==> config.mk <==
export PLATFORM = sky130hd
export DESIGN_NAME = conv33_output_framer
export DESIGN_NICKNAME = d
export VERILOG_FILES = /design/src/rtl/conv33_output_framer.sv
export SDC_FILE = /design/constraint.sdc
export NUM_CORES = 1
export LEC_CHECK = 0
export CAP_MARGIN = 30
export CORE_ASPECT_RATIO = 0.75
export CORE_MARGIN = 3
export CORE_UTILIZATION = 34
export DETAILED_ROUTE_END_ITERATION = 8
export PLACE_DENSITY = 0.59
export SYNTH_ARGS = -nofsm -noshare
export SYNTH_HDL_FRONTEND = slang
export SYNTH_SLANG_ARGS = --single-unit
==> constraint.sdc <==
create_clock -name clk -period 3.05 [get_ports clk]
set_clock_uncertainty 0.1 [all_clocks]
set_input_delay 0.915 -clock clk [delete_from_list [all_inputs] [get_ports clk]]
set_output_delay 0.915 -clock clk [all_outputs]
set_load 0.01 [all_outputs]
==> src/rtl/conv33_output_framer.sv <==
// Frames 3x3 window sums from a raster pixel stream: keeps only windows fully inside
// the image, tags the frame's final window, and buffers results in a small FWFT FIFO.
module conv33_output_framer #(
    parameter int WIDTH = 16,
    parameter int IMG_W = 64,
    parameter int IMG_H = 64,
    parameter int DEPTH = 4
) (
    input  logic             clk,
    input  logic             reset,
    input  logic             in_valid,
    input  logic [WIDTH-1:0] in_data,
    input  logic             out_ready,
    output logic             out_valid,
    output logic [WIDTH-1:0] out_data,
    output logic             out_last,
    output logic             frame_done,
    output logic             overflow
);

    localparam int CW = $clog2(IMG_W);
    localparam int RW = $clog2(IMG_H);
    localparam int AW = $clog2(DEPTH);

    localparam logic [CW-1:0] COL_LAST  = CW'(IMG_W - 1);
    localparam logic [RW-1:0] ROW_LAST  = RW'(IMG_H - 1);
    localparam logic [CW-1:0] COL_FIRST = CW'(2);
    localparam logic [RW-1:0] ROW_FIRST = RW'(2);
    localparam logic [AW:0]   CNT_FULL  = (AW + 1)'(DEPTH);
    localparam logic [AW:0]   CNT_ONE   = (AW + 1)'(1);
    localparam logic [AW:0]   CNT_ZERO  = (AW + 1)'(0);

    logic [CW-1:0]  col_r;
    logic [RW-1:0]  row_r;
    logic [AW-1:0]  wr_ptr_r;
    logic [AW-1:0]  rd_ptr_r;
    logic [AW:0]    count_r;
    logic [WIDTH:0] mem_r [DEPTH];

    logic             out_valid_r;
    logic [WIDTH-1:0] out_data_r;
    logic             out_last_r;
    logic             frame_done_r;
    logic             overflow_r;

    logic           at_end_s;
    logic           qual_s;
    logic           pop_s;
    logic           full_s;
    logic           push_s;
    logic           drop_s;
    logic [AW:0]    count_next_s;
    logic [WIDTH:0] head_next_s;

    // Qualification and FIFO handshake decode for the current cycle.
    always_comb begin
        at_end_s = (row_r == ROW_LAST) && (col_r == COL_LAST);
        qual_s   = in_valid && (row_r >= ROW_FIRST) && (col_r >= COL_FIRST);
        pop_s    = out_valid_r && out_ready;
        full_s   = (count_r == CNT_FULL);
        push_s   = qual_s && (!full_s || pop_s);
        drop_s   = qual_s && full_s && !pop_s;
    end

    // Next occupancy and next head entry; the head is registered so outputs are flops.
    always_comb begin
        head_next_s  = {out_last_r, out_data_r};
        count_next_s = count_r;
        case ({push_s, pop_s})
            2'b10:   count_next_s = count_r + CNT_ONE;
            2'b01:   count_next_s = count_r - CNT_ONE;
            default: count_next_s = count_r;
        endcase
        if (pop_s) begin
            // Popping the only entry: a same-cycle push becomes the new head directly.
            if (count_r == CNT_ONE) begin
                if (push_s) begin
                    head_next_s = {at_end_s, in_data};
                end else begin
                    head_next_s = {out_last_r, out_data_r};
                end
            end else begin
                head_next_s = mem_r[rd_ptr_r + AW'(1)];
            end
        end else if ((count_r == CNT_ZERO) && push_s) begin
            head_next_s = {at_end_s, in_data};
        end else begin
            head_next_s = {out_last_r, out_data_r};
        end
    end

    // FIFO storage; contents are don't-care until written, so no reset is needed.
    always_ff @(posedge clk) begin
        if (reset && push_s) begin
            mem_r[wr_ptr_r] <= {at_end_s, in_data};
        end
    end

    // Raster counters, FIFO pointers and registered outputs.
    always_ff @(posedge clk) begin
        if (!reset) begin
            col_r        <= CW'(0);
            row_r        <= RW'(0);
            wr_ptr_r     <= AW'(0);
            rd_ptr_r     <= AW'(0);
            count_r      <= CNT_ZERO;
            out_valid_r  <= 1'b0;
            out_data_r   <= WIDTH'(0);
            out_last_r   <= 1'b0;
            frame_done_r <= 1'b0;
            overflow_r   <= 1'b0;
        end else begin
            if (in_valid) begin
                if (col_r == COL_LAST) begin
                    col_r <= CW'(0);
                    if (row_r == ROW_LAST) begin
                        row_r <= RW'(0);
                    end else begin
                        row_r <= row_r + RW'(1);
                    end
                end else begin
                    col_r <= col_r + CW'(1);
                end
            end else begin
                col_r <= col_r;
            end
            if (push_s) begin
                wr_ptr_r <= wr_ptr_r + AW'(1);
            end else begin
                wr_ptr_r <= wr_ptr_r;
            end
            if (pop_s) begin
                rd_ptr_r <= rd_ptr_r + AW'(1);
            end else begin
                rd_ptr_r <= rd_ptr_r;
            end
            count_r      <= count_next_s;
            out_valid_r  <= (count_next_s != CNT_ZERO);
            out_last_r   <= head_next_s[WIDTH];
            out_data_r   <= head_next_s[WIDTH-1:0];
            frame_done_r <= in_valid && at_end_s;
            overflow_r   <= overflow_r || drop_s;
        end
    end

    assign out_valid  = out_valid_r;
    assign out_data   = out_data_r;
    assign out_last   = out_last_r;
    assign frame_done = frame_done_r;
    assign overflow   = overflow_r;

endmodule

==> flow_metrics.tcl <==
set metrics [dict create \
    run_status "finished, final reports clean" \
    n_antenna_cell 0 \
    switching_share 0.275 \
    finalHoldViolCount 0 \
    ant_nets 0 \
    syn-cell-area_mm2 0.00452 \
    grt_pass1_wl_mm 14.7 \
    p_sw_mw 0.991 \
    cp-start-kind "input port" \
    postSynthCellCount 309 \
    cts_tree "yes" \
    max_slew_margin 0.587 \
    worstPathRequired_ps 3000 \
    setup_viol 0 \
    avgSynthCellArea_um2 14.6 \
    synth-async-reset-ratio 0 \
    fin_cells 532 \
    tightest_slew_ps 615 \
    grt_max_degree 35 \
    total_power_mw 3.61 \
    wl_per_cell_um 16.9 \
    first_iter_violations 100 \
    antenna_found_initial 0 \
    p_leak_nw 1.84 \
    p_int_mw 2.62 \
    finalWeightedCongestion 0.805 \
    clockRootBuffer "clkbuf_16" \
    rsz0062_at_grt "no" \
    start_util 0.358 \
    cp-end-kind "flip-flop" \
    max_freq_ghz 0.384 \
    grtUsageTotal 0.129 \
    worstPathArrival_ps 2550 \
    layout_setup_ws_ps 447 \
    drive_gt1_frac 0.194 \
    nets 393 \
    final_cell_mix "68 x edfxtp_1, 39 x dfxtp_1, 39 x clkdlybuf4s50_1" \
    synth-edff-count 68 \
    power_frac_comb 0.229 \
    vias_per_cell 4.89 \
    clk_pin_slew_ps 70 \
    ys_seq_elements 107 \
    core_area_mm2 0.0126 \
    clkPwrFrac 0.300 \
    r2r_slack_ps 740 \
    yosysWarnings 0 \
    synth_ff_type "edfxtp_1" \
    grt-ovfl-total 0 \
    seq_area_frac_synth 0.625 \
    die_height_um 106 \
    max_cap_violations 0 \
    area_growth_pct 21.6 \
    grt_pass1_vias 2681 \
    dr.pass1.iters 4 \
    vias 2601 \
    powerDensity_mw_per_mm2 657 \
    h-tree-depth 3 \
    hp-class "reg -> reg" \
    layout_commonest_cell "edfxtp_1" \
    setup_tns_ps 0 \
    crit_fanout 17 \
    cts_buffers 9 \
    io_buffers 39 \
    rows 35 \
    io_pins 40 \
    slew_viol_final 0 \
    clock_sinks 107 \
    min_period_ps 2600 \
    drcViolationCount 0 \
    dpl.hpwl_mm 6.20 \
    ir_drop_uv 269 \
    postCtsHoldBufs 0 \
    dp_cells 516 \
    wl_mm 8.97 \
    pre_cts_ws_ps 80.9 \
    syn-num-nets 341 \
    worstSetupPathType "in -> reg" \
    ys_types 41 \
    clk_path_buf_depth 2 \
    post_cts_resized 0 \
    fp.dieW_um 139 \
    post_cts.repair.setup_buffers 0 \
    seqPwrFrac 0.471 \
    dieArea_mm2 0.0147 \
    fin_crit_sh 0.854 \
    clk_latency_ps 340 \
]
==> critical path, cell delays in order <==
cell and delay (ps):
clkdlybuf4s50_1 510, and2_1 220, nor2_1 80, nor3_1 360
and3_1 270, buf_12 180
==> synthesized netlist by cell type (3+ instances only) <==
cell      number  share of area
a211oi_1       3         0.0050
a211oi_2      17          0.047
a21oi_1        3         0.0033
and3_1         5         0.0069
buf_2          3         0.0033
buf_6          3         0.0075
clkbuf_1       8         0.0067
dfxtp_1       39           0.17
edfxtp_1      68           0.45
ha_1          12          0.033
inv_1         11         0.0091
mux2i_1       18          0.040
mux4_2        17          0.085
nand2_1        9         0.0075
nand3_1        4         0.0044
nand4_1        6         0.0083
nor2_1        37          0.031
nor3_1         7         0.0078
o21ai_0        5         0.0055
or3_1          3         0.0042
xnor2_1        5         0.0097
xor2_1         7          0.014
==> final cells by class <==
cell class | instances | area, um2
multi-input cells | 176 | 1560
fillers | 1130 | 7120
well taps | 166 | 208
flip-flops and latches | 107 | 2820
repair buffers | 56 | 581
clock buffers | 11 | 243
clock inverters | 5 | 35.0
inverters | 11 | 41.3
==> power by group through the flow <==
stage / clock network (mW) / logic, mW / registers (mW)
after floorplan: 0 / 0.542 / 1.74
after global placement: 0 / 0.824 / 1.73
after detailed placement: 0 / 0.834 / 1.73
after CTS: 1.12 / 0.838 / 1.70
after global routing: 1.18 / 0.900 / 1.72
final: 1.08 / 0.827 / 1.70
==> stage by stage <==
step | instance area [um2] | hold slack [ps] | util
floorplan | 4520 | 372 | -
global placement | 5210 | 382 | 0.413
detailed placement | 5210 | 389 | 0.413
CTS | 5490 | 401 | 0.435
global route | 5490 | 434 | 0.435
finish | 5490 | 393 | 0.435
==> routing by layer <==
layer	up-vias	track usage	wire length (um)
li1	1273	-	-
met1	1269	0.179	4540
met2	48	0.195	3950
met3	11	0.0354	354
met4	0	0.0440	126
met5	-	0	0
==> registers in the layout, summed over array words and instances (netlist names) <==
register,count
rd_ptr_r,2
col_r,6
wr_ptr_r,2
row_r,6
out_data,16
count_r,3
out_valid,1
overflow,1
mem_r,68
out_last,1
frame_done,1
==> kinds of logic (layout without fill, tap and decap cells) <==
family                   Yosys count  in the layout  share of synthesized area
multiplexers                      35             35                      0.125
buffers and inverters             26             83                     0.0299
AO/OA/AOI/OAI                     40             40                     0.0831
AND/OR/NAND/NOR                   77             77                     0.0806
XOR/XNOR                          12             12                     0.0233
adder cells (fa/ha/maj)           12             12                     0.0332
flip-flops                       107            107                      0.625
==> final timing paths <==
kind | start | depth (start not counted) | endpoint
max reg2reg | row_r[1]$_SDFFE_PN0P_ | 5 | mem_r[1][5]$_DFFE_PP_
min reg2reg | overflow$_SDFF_PN0_ | 2 | overflow$_SDFF_PN0_
min | overflow$_SDFF_PN0_ | 2 | overflow$_SDFF_PN0_
max | out_ready | 6 | mem_r[1][5]$_DFFE_PP_
(Power assumes the default switching activity.)
